<file path="src/rtl/uart_rx_port.sv">
// 8N1 UART receiver presenting a received byte and sticky status bits to a polling CPU.
// Define UART_RX_FIFO_EN to replace the single holding register with a FIFO_DEPTH-entry FIFO.
module uart_rx_port #(
    parameter int CLK_HZ     = 50000000,
    parameter int BAUD       = 115200,
    parameter int OVERSAMPLE = 16,
    parameter int FIFO_DEPTH = 4
) (
    input  logic       clk,
    input  logic       reset_n,
    input  logic       rxd,
    input  logic       arx_ack,
    output logic [7:0] arx_data,
    output logic       arx_ready,
    output logic       arx_busy,
    output logic       arx_frame_err,
    output logic       arx_overrun
);

    localparam int DIV_RAW = (CLK_HZ + (BAUD * OVERSAMPLE) / 2) / (BAUD * OVERSAMPLE);
    localparam int DIV     = (DIV_RAW < 1) ? 1 : DIV_RAW;
    localparam int DW      = (DIV > 1) ? $clog2(DIV) : 1;
    localparam int SW      = $clog2(OVERSAMPLE);

    localparam logic [DW-1:0] DIV_LAST  = DW'(DIV - 1);
    localparam logic [SW-1:0] SAMP_A    = SW'(OVERSAMPLE / 2 - 1);
    localparam logic [SW-1:0] SAMP_B    = SW'(OVERSAMPLE / 2);
    localparam logic [SW-1:0] SAMP_C    = SW'(OVERSAMPLE / 2 + 1);
    localparam logic [SW-1:0] SAMP_LAST = SW'(OVERSAMPLE - 1);

    if (OVERSAMPLE < 8 || (OVERSAMPLE % 2) != 0 || FIFO_DEPTH < 2 ||
        (FIFO_DEPTH & (FIFO_DEPTH - 1)) != 0) begin : g_param_check
        $error("uart_rx_port: OVERSAMPLE must be even and >= 8; FIFO_DEPTH a power of 2 >= 2");
    end

    typedef enum logic [1:0] {IDLE, START, DATA, STOP} state_t;

    state_t          state, state_nx;
    logic            rxd_meta, rxd_sync, rxd_prev;
    logic [1:0]      sync_fill;
    logic            rx_fall;
    logic [DW-1:0]   div_cnt;
    logic            tick;
    logic [SW-1:0]   samp_cnt;
    logic            samp_a, samp_b, maj;
    logic            mid_last, bit_end;
    logic [2:0]      bit_cnt;
    logic [7:0]      shreg;
    logic            line_seen_idle;
    logic            start_det, deliver;
    logic            ack_q, ack_rise;
    logic            pop, store_full;

    // sync_fill marks when rxd_sync holds a real line sample rather than its reset value,
    // so the forced-high reset state can never count as an idle line.
    always_ff @(posedge clk) begin
        if (!reset_n) begin
            rxd_meta  <= 1'b1;
            rxd_sync  <= 1'b1;
            rxd_prev  <= 1'b1;
            sync_fill <= 2'b00;
        end else begin
            // NOTE: non-blocking so each stage captures the previous stage's old value.
            rxd_meta  <= rxd;
            rxd_sync  <= rxd_meta;
            rxd_prev  <= rxd_sync;
            sync_fill <= {sync_fill[0], 1'b1};
        end
    end

    assign rx_fall  = rxd_prev & ~rxd_sync;
    assign tick     = (div_cnt == DIV_LAST);
    assign mid_last = (samp_cnt == SAMP_C);
    assign bit_end  = (samp_cnt == SAMP_LAST);
    assign maj      = (samp_a & samp_b) | (samp_a & rxd_sync) | (samp_b & rxd_sync);
    assign ack_rise = arx_ack & ~ack_q;
    assign arx_busy = (state != IDLE);

    always_ff @(posedge clk) begin
        if (!reset_n) begin
            div_cnt        <= '0;
            samp_cnt       <= '0;
            samp_a         <= 1'b1;
            samp_b         <= 1'b1;
            bit_cnt        <= 3'd0;
            shreg          <= 8'h00;
            line_seen_idle <= 1'b0;
        end else begin
            if (tick && sync_fill[1] && rxd_sync)
                line_seen_idle <= 1'b1;
            if (start_det) begin
                div_cnt  <= '0;
                samp_cnt <= '0;
                bit_cnt  <= 3'd0;
            end else begin
                div_cnt <= tick ? '0 : div_cnt + 1'b1;
                if (tick) begin
                    samp_cnt <= bit_end ? '0 : samp_cnt + 1'b1;
                    if (samp_cnt == SAMP_A) samp_a <= rxd_sync;
                    if (samp_cnt == SAMP_B) samp_b <= rxd_sync;
                    if (state == DATA && mid_last) shreg <= {maj, shreg[7:1]};
                    if (state == DATA && bit_end) bit_cnt <= bit_cnt + 3'd1;
                end
            end
        end
    end

    always_ff @(posedge clk) begin
        if (!reset_n) state <= IDLE;
        else          state <= state_nx;
    end

    always_comb begin
        // NOTE: defaults first so every path assigns every output and no latch is inferred.
        state_nx  = state;
        start_det = 1'b0;
        deliver   = 1'b0;
        case (state)
            IDLE: begin
                if (rx_fall && line_seen_idle) begin
                    state_nx  = START;
                    start_det = 1'b1;
                end
            end
            START: begin
                if (tick && mid_last && maj) state_nx = IDLE;
                else if (tick && bit_end)    state_nx = DATA;
            end
            DATA: begin
                if (tick && bit_end && bit_cnt == 3'd7) state_nx = STOP;
            end
            STOP: begin
                // Leave at mid-bit so a start bit right after the stop bit is not missed.
                if (tick && mid_last) begin
                    state_nx = IDLE;
                    deliver  = 1'b1;
                end
            end
            default: state_nx = IDLE;
        endcase
    end

`ifdef UART_RX_FIFO_EN
    localparam int AW = $clog2(FIFO_DEPTH);

    logic [7:0]  mem [FIFO_DEPTH];
    logic [AW:0] wr_ptr, rd_ptr;
    logic        empty, push;

    assign empty      = (wr_ptr == rd_ptr);
    assign store_full = (wr_ptr[AW] != rd_ptr[AW]) && (wr_ptr[AW-1:0] == rd_ptr[AW-1:0]);
    assign pop        = ack_rise & ~empty;
    assign push       = deliver & (~store_full | pop);

    always_ff @(posedge clk) begin
        if (!reset_n) begin
            wr_ptr <= '0;
            rd_ptr <= '0;
        end else begin
            if (push) wr_ptr <= wr_ptr + 1'b1;
            if (pop)  rd_ptr <= rd_ptr + 1'b1;
        end
    end

    // NOTE: storage array left unreset; the empty mux below gives arx_data its reset value.
    always_ff @(posedge clk) begin
        if (push) mem[wr_ptr[AW-1:0]] <= shreg;
    end

    assign arx_data  = empty ? 8'h00 : mem[rd_ptr[AW-1:0]];
    assign arx_ready = ~empty;
`else
    logic [7:0] hold_data;
    logic       hold_full;

    assign store_full = hold_full;
    assign pop        = ack_rise & hold_full;

    always_ff @(posedge clk) begin
        if (!reset_n) begin
            hold_data <= 8'h00;
            hold_full <= 1'b0;
        end else if (deliver && (!hold_full || pop)) begin
            hold_data <= shreg;
            hold_full <= 1'b1;
        end else if (pop) begin
            hold_full <= 1'b0;
        end
    end

    assign arx_data  = hold_data;
    assign arx_ready = hold_full;
`endif

    // A new error in the same clock as an ack edge wins over the clear.
    always_ff @(posedge clk) begin
        if (!reset_n) begin
            ack_q         <= 1'b0;
            arx_frame_err <= 1'b0;
            arx_overrun   <= 1'b0;
        end else begin
            ack_q         <= arx_ack;
            arx_frame_err <= (arx_frame_err & ~ack_rise) | (deliver & ~maj);
            arx_overrun   <= (arx_overrun & ~ack_rise) | (deliver & store_full & ~pop);
        end
    end

endmodule

</file>
<file path="config.mk">
export PLATFORM = sky130hd
export DESIGN_NAME = uart_rx_port
export DESIGN_NICKNAME = d
export VERILOG_FILES = /design/src/rtl/uart_rx_port.sv
export SDC_FILE = /design/constraint.sdc
export NUM_CORES = 1
export LEC_CHECK = 0
export CAP_MARGIN = 20
export CORE_ASPECT_RATIO = 1.5
export CORE_MARGIN = 8
export CORE_UTILIZATION = 50
export CTS_BUF_LIST = sky130_fd_sc_hd__clkbuf_8 sky130_fd_sc_hd__clkbuf_16
export CTS_CLUSTER_SIZE = 8
export DETAILED_ROUTE_END_ITERATION = 8
export PLACE_DENSITY_LB_ADDON = 0.15
export SETUP_SLACK_MARGIN = 0.05
export SLEW_MARGIN = 5
export SYNTH_ARGS = -nofsm -noshare
export SYNTH_HDL_FRONTEND = slang
export SYNTH_SLANG_ARGS = --single-unit
</file>
<file path="constraint.sdc">
create_clock -name clk -period 4.8 [get_ports clk]
set_input_delay 0.72 -clock clk [delete_from_list [all_inputs] [get_ports clk]]
set_output_delay 0.72 -clock clk [all_outputs]
set_load 0.1 [all_outputs]
</file>
==> results of run 1 <==
==> worst max path at each step <==
stage               startpoint                       end  slack [ns]  depth (start not counted)
global route         flip-flop                  arx_busy        1.90                          2
finish               flip-flop                  arx_busy        1.96                          2
CTS                  flip-flop                  arx_busy        1.94                          2
global placement       reset_n  samp_cnt[3]$_SDFFE_PP0N_        2.08                          3
detailed placement     reset_n  samp_cnt[3]$_SDFFE_PP0N_        2.00                          3
floorplan              arx_ack  arx_data[0]$_SDFFE_PN0P_        2.87                          4
==> layout by cell type (no fill, tap or decap), drive strengths merged, types with 2 or more instances in the layout <==
master	instances
nand3	16
a21oi	6
xnor2	3
nand2	14
nand2b	7
inv	5
clkbuf	7
nor4	3
clkdlybuf4s50	15
nand4	2
dfxtp	42
o21ai	11
mux2i	10
ha	7
nor2b	12
nor3	2
and2	2
xor2	3
nor2	13
bufinv	2
==> critical path, delay by kind of cell (launching register included) <==
kind,cells,cell delay [ns]
flip-flops,1,0.50
AND/OR/NAND/NOR,1,0.18
buffers and inverters,1,1.14
==> per-layer routing <==
metal  wire (µm)  up-vias  track usage (%)
li1            -      652                -
met1        1260      604             11.7
met2        1710       16             21.8
met3         119       10             3.80
met4          95        0             7.77
met5           0        -                0
==> cell type report <==
cell class | instances | area, µm² | area share, %
Multi-Input combinational cell | 126 | 853 | 41.0
Sequential cell | 42 | 841 | 40.4
Timing Repair Buffer | 17 | 173 | 8.30
Clock buffer | 6 | 82.6 | 3.97
Clock inverter | 2 | 60.1 | 2.89
Tap cell | 42 | 52.6 | 2.53
Inverter | 5 | 18.8 | 0.902
==> sequential cells by signal (all words and copies together) (netlist names), 2 cells and up, named ones only <==
register,count
sync_fill,2
samp_cnt,4
shreg,8
bit_cnt,3
arx_data,8
div_cnt,5
==> metrics by stage <==
| step | hold WS [ns] | utilization, % |
|---|---|---|
| final | 0.439 | 61.5 |
| after global routing | 0.462 | 61.5 |
| after CTS | 0.447 | 60.8 |
| after detailed placement | 0.426 | 56.6 |
| after global placement | 0.393 | 56.6 |
| after floorplan | 0.386 | - |
==> power groups by stage <==
| stage | Combinational (mW) | Sequential, mW | Clock [mW] |
|---|---|---|---|
| after floorplan | 0.0129 | 0.363 | 0 |
| after global placement | 0.0169 | 0.364 | 0 |
| after detailed placement | 0.0178 | 0.364 | 0 |
| after CTS | 0.0179 | 0.356 | 0.346 |
| after global routing | 0.0212 | 0.356 | 0.362 |
| final | 0.0189 | 0.356 | 0.337 |
==> cell families (layout without fill, tap and decap cells) <==
logic type / after synthesis / count (layout)
mux: 11 / 11
fa+ha+maj: 8 / 8
compound gates: 25 / 25
simple gates: 76 / 76
xor+xnor: 6 / 6
flops: 42 / 42
buf+inv: 13 / 30
==> impl_metrics.py, run 1 <==
metrics = {
    "outcome": {
        "status": "finished clean",
    },
    "sta": {
        "setup_violations": 0,
        "rsz0062_at_grt": "no",
        "slew_viol_final": 0,
        "max_freq_mhz": 352,
        "timing.slew.headroom_pct": 33.9,
        "hold_violations": 0,
        "finalCritPeriodShare_pct": 59.2,
        "final.setup.tns_ns": 0,
        "tightest_slew_ns": 0.988,
        "setup_slack_ns": 1.96,
        "finalCriticalPeriod_ns": 2.84,
        "skew_ns": 0.00154,
    },
    "final_layout": {
        "syn_to_final_growth_pct": 19.2,
        "instances_no_fill": 240,
        "num-fill-cells": 313,
        "n_antenna_cell": 0,
        "nets": 208,
        "final_cell_area_um2": 2080,
        "final_layout_size_suffix_gt1_share_pct": 8.59,
    },
    "min_path": {
        "hold_depth": 1,
        "whs_endpoint": "sync_fill[1]$_SDFF_PN0_",
        "holdCritPathClass": "flip-flop to flip-flop",
        "holdCritStartpoint": "sync_fill[0]$_DFF_P_",
    },
    "critical_path": {
        "crit_type": "flip-flop to primary output",
        "worstSetupEndpointType": "primary output",
        "cp_max_fo": 9,
        "rr_endpoint": "arx_data[7]$_SDFFE_PN0P_",
        "critPathArrivalTime_ns": 2.12,
        "crit_chain": "or2_2 > clkdlybuf4s50_1",
        "rr_startpoint": "samp_cnt[0]$_SDFFE_PP0N_",
        "critPathLaunchType": "flip-flop",
        "worst_path_largest_cell_delay_ns": 1.14,
        "ff2ff_setup_slack_ns": 2.71,
        "crit_slowest_cell": "clkdlybuf4s50_1",
        "worst-r2r-cell-count": 5,
        "crit_required_ns": 4.08,
    },
    "clock_tree": {
        "insertion_delay_ns": 0.29,
        "cts.repair.resized": 0,
        "clockBufferDepth": 2,
        "cts_hold_buf": 0,
        "cts.sinks": 42,
        "cts_made_buffers": 5,
        "cts_setup_buffers": 0,
        "h-tree-depth": 2,
        "tritoncts": "done",
        "ctsRootBufferMaster": "clkbuf_8",
        "path_clk_slew_ns": 0.07,
    },
    "synth": {
        "synth_seq_cells": 42,
        "synth_fa_ha_area_share_pct": 5.59,
        "synth_common_cells": "42 x dfxtp_1, 15 x nand3_1, 14 x nand2_1",
        "synthMuxAreaShare_pct": 6.38,
        "synth-edff-count": 0,
        "synth_warnings": 0,
        "synth.largest_area_cell": "dfxtp_1",
        "yosys.area_share.xor_xnor_pct": 3.01,
        "synth_top_family_by_area": "simple AND/OR/NAND/NOR gates",
        "async_flop_share_pct": 0,
        "netlist_instances": 181,
        "synthTopCellsByArea": "dfxtp_1 48%, mux2i_1 5.7%, ha_1 5.0%",
        "ys_dominant_reg_cell": "dfxtp_1",
        "yosysSeqAreaShare_pct": 48.2,
        "syn_nets": 192,
        "ys_types": 37,
        "avgSynthCellArea_um2": 9.64,
        "synth_compound_area_share_pct": 9.75,
        "yosys.cell_count.top_type": "dfxtp_1",
        "synth_area_um2": 1750,
        "synth_top_area_share_pct": 48.2,
        "yosys.area_share.simple_pct": 24.2,
    },
    "routing": {
        "drt-total-wl_um": 3180,
        "drt-pass1-iter-count": 4,
        "route.vias.total": 1282,
        "drtIter0Drc": 32,
        "drc_errors": 0,
        "vias_per_cell": 5.34,
        "wire_per_inst_um": 13.3,
        "ant_nets": 0,
    },
    "power": {
        "power_switching_mw": 0.128,
        "internal-power_mw": 0.583,
        "p_comb_share_pct": 2.7,
        "ir_worst_vdd_mv": 0.274,
        "pwr-share-seq_pct": 50.0,
        "total_power_mw": 0.711,
        "switching_share_pct": 18.0,
        "p_per_area_nw_per_um2": 342,
        "clockPowerShare_pct": 47.3,
        "p_leak_nw": 0.755,
    },
    "floorplanning": {
        "initial_core_util_pct": 51.6,
        "dieArea_um2": 5680,
        "die_h_um": 88.4,
        "ios": 16,
        "die_w_um": 64.2,
        "core_um2": 3380,
        "num_rows": 26,
    },
    "job": {
        "drv_cap": 0,
    },
    "place": {
        "placed_area_um2": 1920,
        "place.gp.congestion": 0.825,
        "post-dp-hpwl_um": 2310,
        "numPortBuffers": 15,
        "dp.cells": 230,
        "dp_slack_ns": 2.00,
    },
    "grt": {
        "gr-total-overflow": 0,
        "grt_pass1_vias": 1238,
        "grt_util_all_layers_pct": 12.1,
        "grt_max_degree": 42,
        "antenna_found_initial": 0,
        "grt_pass1_wl_um": 5430,
    },
}
No activity file was read; power rests on OpenSTA's default activity.
==> run 2, diff against run 1 <==
clock period = 2.3 ns   (was 4.8 ns; I/O delays follow)
==> impl_metrics.py, run 2 (same netlist as run 1, synthesis figures left out) <==
metrics = {
    "sta": {
        "finalCritPeriodShare_pct": 77.4,
        "timing.slew.headroom_pct": 70.4,
        "setup_violations": 0,
        "max_freq_mhz": 562,
        "hold_ws_ns": 0.420,
        "skew_ns": 0.00588,
        "slew_viol_final": 0,
        "setup_slack_ns": 0.519,
        "final.setup.tns_ns": 0,
        "hold_violations": 0,
        "rsz0062_at_grt": "no",
        "tightest_slew_ns": 0.443,
        "finalCriticalPeriod_ns": 1.78,
    },
    "clock_tree": {
        "cts.repair.resized": 0,
        "clockBufferDepth": 2,
        "cts.sinks": 42,
        "path_clk_slew_ns": 0.08,
        "tritoncts": "done",
        "cts_made_buffers": 5,
        "h-tree-depth": 2,
        "cts_hold_buf": 0,
        "cts_setup_buffers": 0,
        "insertion_delay_ns": 0.29,
        "ctsRootBufferMaster": "clkbuf_8",
    },
    "power": {
        "ir_worst_vdd_mv": 0.561,
        "internal-power_mw": 0.994,
        "p_per_area_nw_per_um2": 629,
        "pwr-share-seq_pct": 58.7,
        "power_switching_mw": 0.271,
        "p_comb_share_pct": 2.9,
        "clockPowerShare_pct": 38.4,
        "p_leak_nw": 0.764,
        "switching_share_pct": 21.4,
    },
    "min_path": {
        "holdCritPathClass": "flip-flop to flip-flop",
    },
    "floorplanning": {
        "ios": 16,
        "die_h_um": 88.4,
        "die_w_um": 64.2,
        "dieArea_um2": 5680,
        "num_rows": 26,
        "initial_core_util_pct": 51.6,
        "core_um2": 3380,
    },
    "final_layout": {
        "n_antenna_cell": 0,
        "nets": 210,
        "final_layout_size_suffix_gt1_share_pct": 15.5,
        "instances_no_fill": 242,
        "num-fill-cells": 325,
        "final_cell_area_um2": 2010,
        "layout_common_cells": "42 x dfxtp_1, 16 x buf_4, 15 x nand3_1, 14 x nand2_1, 13 x nor2_1",
        "syn_to_final_growth_pct": 15.2,
        "layout_commonest_cell": "dfxtp_1",
    },
    "critical_path": {
        "worst_path_largest_cell_delay_ns": 0.44,
        "crit_type": "flip-flop to flip-flop",
        "path_delay_family": "flip-flops",
        "path_buf_inv": 1,
        "crit_required_ns": 2.48,
        "cp_max_fo": 8,
        "crit_chain": "ha_1 > nand3_2 > a2111oi_4 > buf_4 > mux2i_1 > nor2b_1",
        "ff2ff_setup_slack_ns": 0.52,
        "crit_slowest_cell": "dfxtp_1",
        "critPathLaunchType": "flip-flop",
        "critPathArrivalTime_ns": 1.96,
        "worstSetupEndpointType": "flip-flop",
    },
    "grt": {
        "grt_pass1_vias": 1277,
        "antenna_found_initial": 0,
        "grt_pass1_wl_um": 5350,
        "grt_max_degree": 29,
        "grt_util_all_layers_pct": 11.4,
        "gr-total-overflow": 0,
    },
    "place": {
        "dp_slack_ns": 0.346,
        "place.gp.congestion": 0.771,
        "numPortBuffers": 15,
        "placed_area_um2": 1920,
        "dp.cells": 234,
        "post-dp-hpwl_um": 2270,
    },
    "job": {
        "drv_cap": 0,
    },
    "routing": {
        "ant_nets": 0,
        "drc_errors": 0,
        "route.vias.total": 1271,
        "drtIter0Drc": 39,
        "drt-total-wl_um": 3030,
        "wire_per_inst_um": 12.5,
        "vias_per_cell": 5.25,
        "drt-pass1-iter-count": 4,
    },
    "outcome": {
        "status": "finished clean",
    },
}
==> run 2: changes by cell type in the layout (fill, tap and decap cells not counted) <==
| cell | change |
|---|---|
| clkinvlp_4 | +1 |
| buf_8 | -1 |
| bufinv_16 | -2 |
| clkdlybuf4s50_1 | -12 |
| clkbuf_4 | -1 |
| clkinv_2 | +1 |
| buf_4 | +16 |
==> run 2: layout make-up <==
class	instances	area [µm²]	area share, %
clock buffer	6	82.6	4.11
clock inverter	2	12.5	0.622
inverter	5	18.8	0.933
multi-input combinational	126	853	42.4
sequential	42	841	41.8
tap	42	52.6	2.61
timing repair buffer	19	150	7.47
==> run 2: stage by stage <==
step / utilization [%] / total power, mW
after floorplan: - / 0.785
after global placement: 56.6 / 0.795
after detailed placement: 56.6 / 0.797
after CTS: 59.4 / 1.28
after global routing: 59.4 / 1.32
final: 59.4 / 1.26
==> run 2: worst paths after layout <==
kind | start | end | cells past startpoint
setup / recovery | samp_cnt[0]$_SDFFE_PP0N_ | arx_data[2]$_SDFFE_PN0P_ | 6
hold / removal | rxd_meta$_SDFF_PN1_ | rxd_sync$_SDFF_PN1_ | 1
setup reg to reg | samp_cnt[0]$_SDFFE_PP0N_ | arx_data[2]$_SDFFE_PN0P_ | 6
hold reg to reg | rxd_meta$_SDFF_PN1_ | rxd_sync$_SDFF_PN1_ | 1
==> run 2: metal layers <==
layer | GRT usage (%) | share of wire, % | up-vias
li1 | - | - | 657
met1 | 11.3 | 42 | 586
met2 | 21.0 | 52 | 21
met3 | 3.68 | 3.8 | 7
met4 | 5.38 | 2.4 | 0
met5 | 0 | 0 | -
==> run 2: power groups by stage <==
| stage | Sequential, mW | Clock, mW | Combinational (mW) |
|---|---|---|---|
| after floorplan | 0.758 | 0 | 0.0269 |
| after global placement | 0.759 | 0 | 0.0360 |
| after detailed placement | 0.759 | 0 | 0.0381 |
| after CTS | 0.742 | 0.504 | 0.0380 |
| after global routing | 0.744 | 0.533 | 0.0422 |
| final | 0.742 | 0.486 | 0.0373 |
==> variant: new RTL, settings of run 1 <==
Re-encode `state_t` (4 states) as Gray code, 2 bits wide.
--- a/src/rtl/uart_rx_port.sv
+++ b/src/rtl/uart_rx_port.sv
@@ -34,5 +34,5 @@
     end
 
-    typedef enum logic [1:0] {IDLE, START, DATA, STOP} state_t;
+    typedef enum logic [1:0] {IDLE = 2'b00, START = 2'b01, DATA = 2'b11, STOP = 2'b10} state_t;
 
     state_t          state, state_nx;
Formal check against the unedited RTL: no difference found for any inputs over 10 cycles, from zero or initial values and one cycle with reset_n low; not proved beyond that.
==> variant against run 1 <==
Critical path depth stayed put; sequential cell count stayed put; sequential share of layout area is 0.59 points higher; highest routed layer unchanged; maximum frequency is 3.3% higher; routed wire length is 2.1% higher; non-clock buffer count is 1 lower; final area is 1.4% lower; worst setup slack better by 91 ps; largest cell class unchanged; total power is 17% lower; synthesized area is 0.65% higher.
==> variant: results (changes against run 1) <==
status: "finished clean"
dp_hpwl_um: 2404  # +4.0%
drive_above_1_share: 0.08122  # -0.004640
place_congestion: 0.7635  # -7.4%
numCtsBuffers: 5  # unchanged
cp.arrival_ps: 2030  # -90 ps
drt_iter0_markers: 26  # -19%
critPathMaxFanout: 7  # -2
globalRouteTotalUtil: 0.1227  # +0.001405
yosysSeqAreaShare: 0.4786  # -0.003088
dr_total_vias: 1271  # -0.86%
fill_cells: 323  # +3.2%
worstSkewPairLatency_ps: 290  # about the same
p_sw_mw: 0.1300  # +1.5%
cts_htree_levels: 2  # unchanged
insertedDiodeCount: 0  # unchanged
wl_per_cell_um: 13.60  # +2.5%
layout.nets: 207  # -0.48%
place_ws_ps: 1781  # -223.3 ps
post_cts_resized: 0  # unchanged
grt_start_max_net_pins: 40  # -4.8%
synth_area_leaders: "dfxtp_1, mux2i_1, ha_1"
synth_edf_count: 0  # unchanged
total_leakage_power_nw: 0.7583  # +0.44%
path_clk_slew_ps: 80
clock.fmax_ghz: 0.3637  # +3.3%
ir_worst_vdd_mv: 0.2441  # -11%
synth_cell_types: 40  # +8.1%
root_buffer: "clkbuf_8"
antenna_found_initial: 0  # unchanged
seqPwrFrac: 0.600  # +0.100
r2r_slack_ps: 2800  # +90 ps
skew_ps: 5.803  # +4.259 ps
clk_path_buf_depth: 2  # unchanged
grt_pass1_vias: 1282  # +3.6%
firstDrtPassIters: 4  # unchanged
netlist_top_cells_count: "dfxtp_1, nand2_1, nand3_1, nor2_1, nor2b_1"
ys_warn_count: 0  # unchanged
hp-class: "flop to flop"
slew_headroom: 0.3407  # +0.001400
hold_buffers: 0  # unchanged
async_reset_ff_frac: 0  # unchanged
grt_pass1_wl_um: 5623  # +3.6%
ys.flop_type: "dfxtp_1"
cts_setup_buffers: 0  # unchanged
syn_nets: 190  # -1.0%
## variant: stage by stage
step	hold slack, ps	std cells	total power, mW	instance area [µm²]	util
2_1_floorplan	386.3	179	0.3763	1757	-
3_3_place_gp	391.4	230	0.3808	1937	0.5725
3_5_place_dp	405.3	230	0.3822	1937	0.5725
4_1_cts	425.8	238	0.6032	2023	0.5980
5_1_grt	434.5	239	0.6155	2051	0.6061
6_report	420.6	239	0.5931	2051	0.6061
## variant: metal layers
layer  GRT usage  up-vias  share of wire  routed length [µm]
met1      0.1260      591           0.43                1387
met5           0        -              0                   0
met4     0.05378        0          0.019                  63
met3     0.04689        7          0.044                 143
met2      0.2160       20           0.51                1656
li1            -      653              -                   -
## variant: kinds of logic after synthesis
kind of cell,after synthesis,synth area share
AND/OR/NAND/NOR,75,0.2450
flip-flops,42,0.4786
AO/OA/AOI/OAI,25,0.1019
buffers and inverters,12,0.02564
multiplexers,11,0.06339
adder cells (fa/ha/maj),8,0.05555
XOR/XNOR,6,0.02992
## variant: cell type report
type,count,area share
multi-input combinational,125,0.4246
sequential,42,0.4100
timing repair buffer,16,0.08664
inverter,6,0.01098
clock inverter,3,0.008542
tap,42,0.02563
clock buffer,5,0.03356
## variant: power by group through the flow
stage	clock [mW]	sequential [mW]	combinational (mW)
finish	0.217	0.356	0.0205
detailed placement	0	0.364	0.0182
CTS	0.229	0.356	0.0182
global placement	0	0.364	0.0172
global route	0.236	0.356	0.0231
floorplan	0	0.363	0.0132
## variant: worst max-delay path: stages (launching register included)
cell and delay, ps:
dfxtp_1 430, or2_2 170, clkdlybuf4s50_1 1130
## variant: final timing paths
path	endpoint	startpoint	cells after the start
max	arx_busy	state[0]	2
max reg2reg	arx_data[4]	samp_cnt[0]	4
min	rxd_sync	rxd_meta	1
min reg2reg	rxd_sync	rxd_meta	1
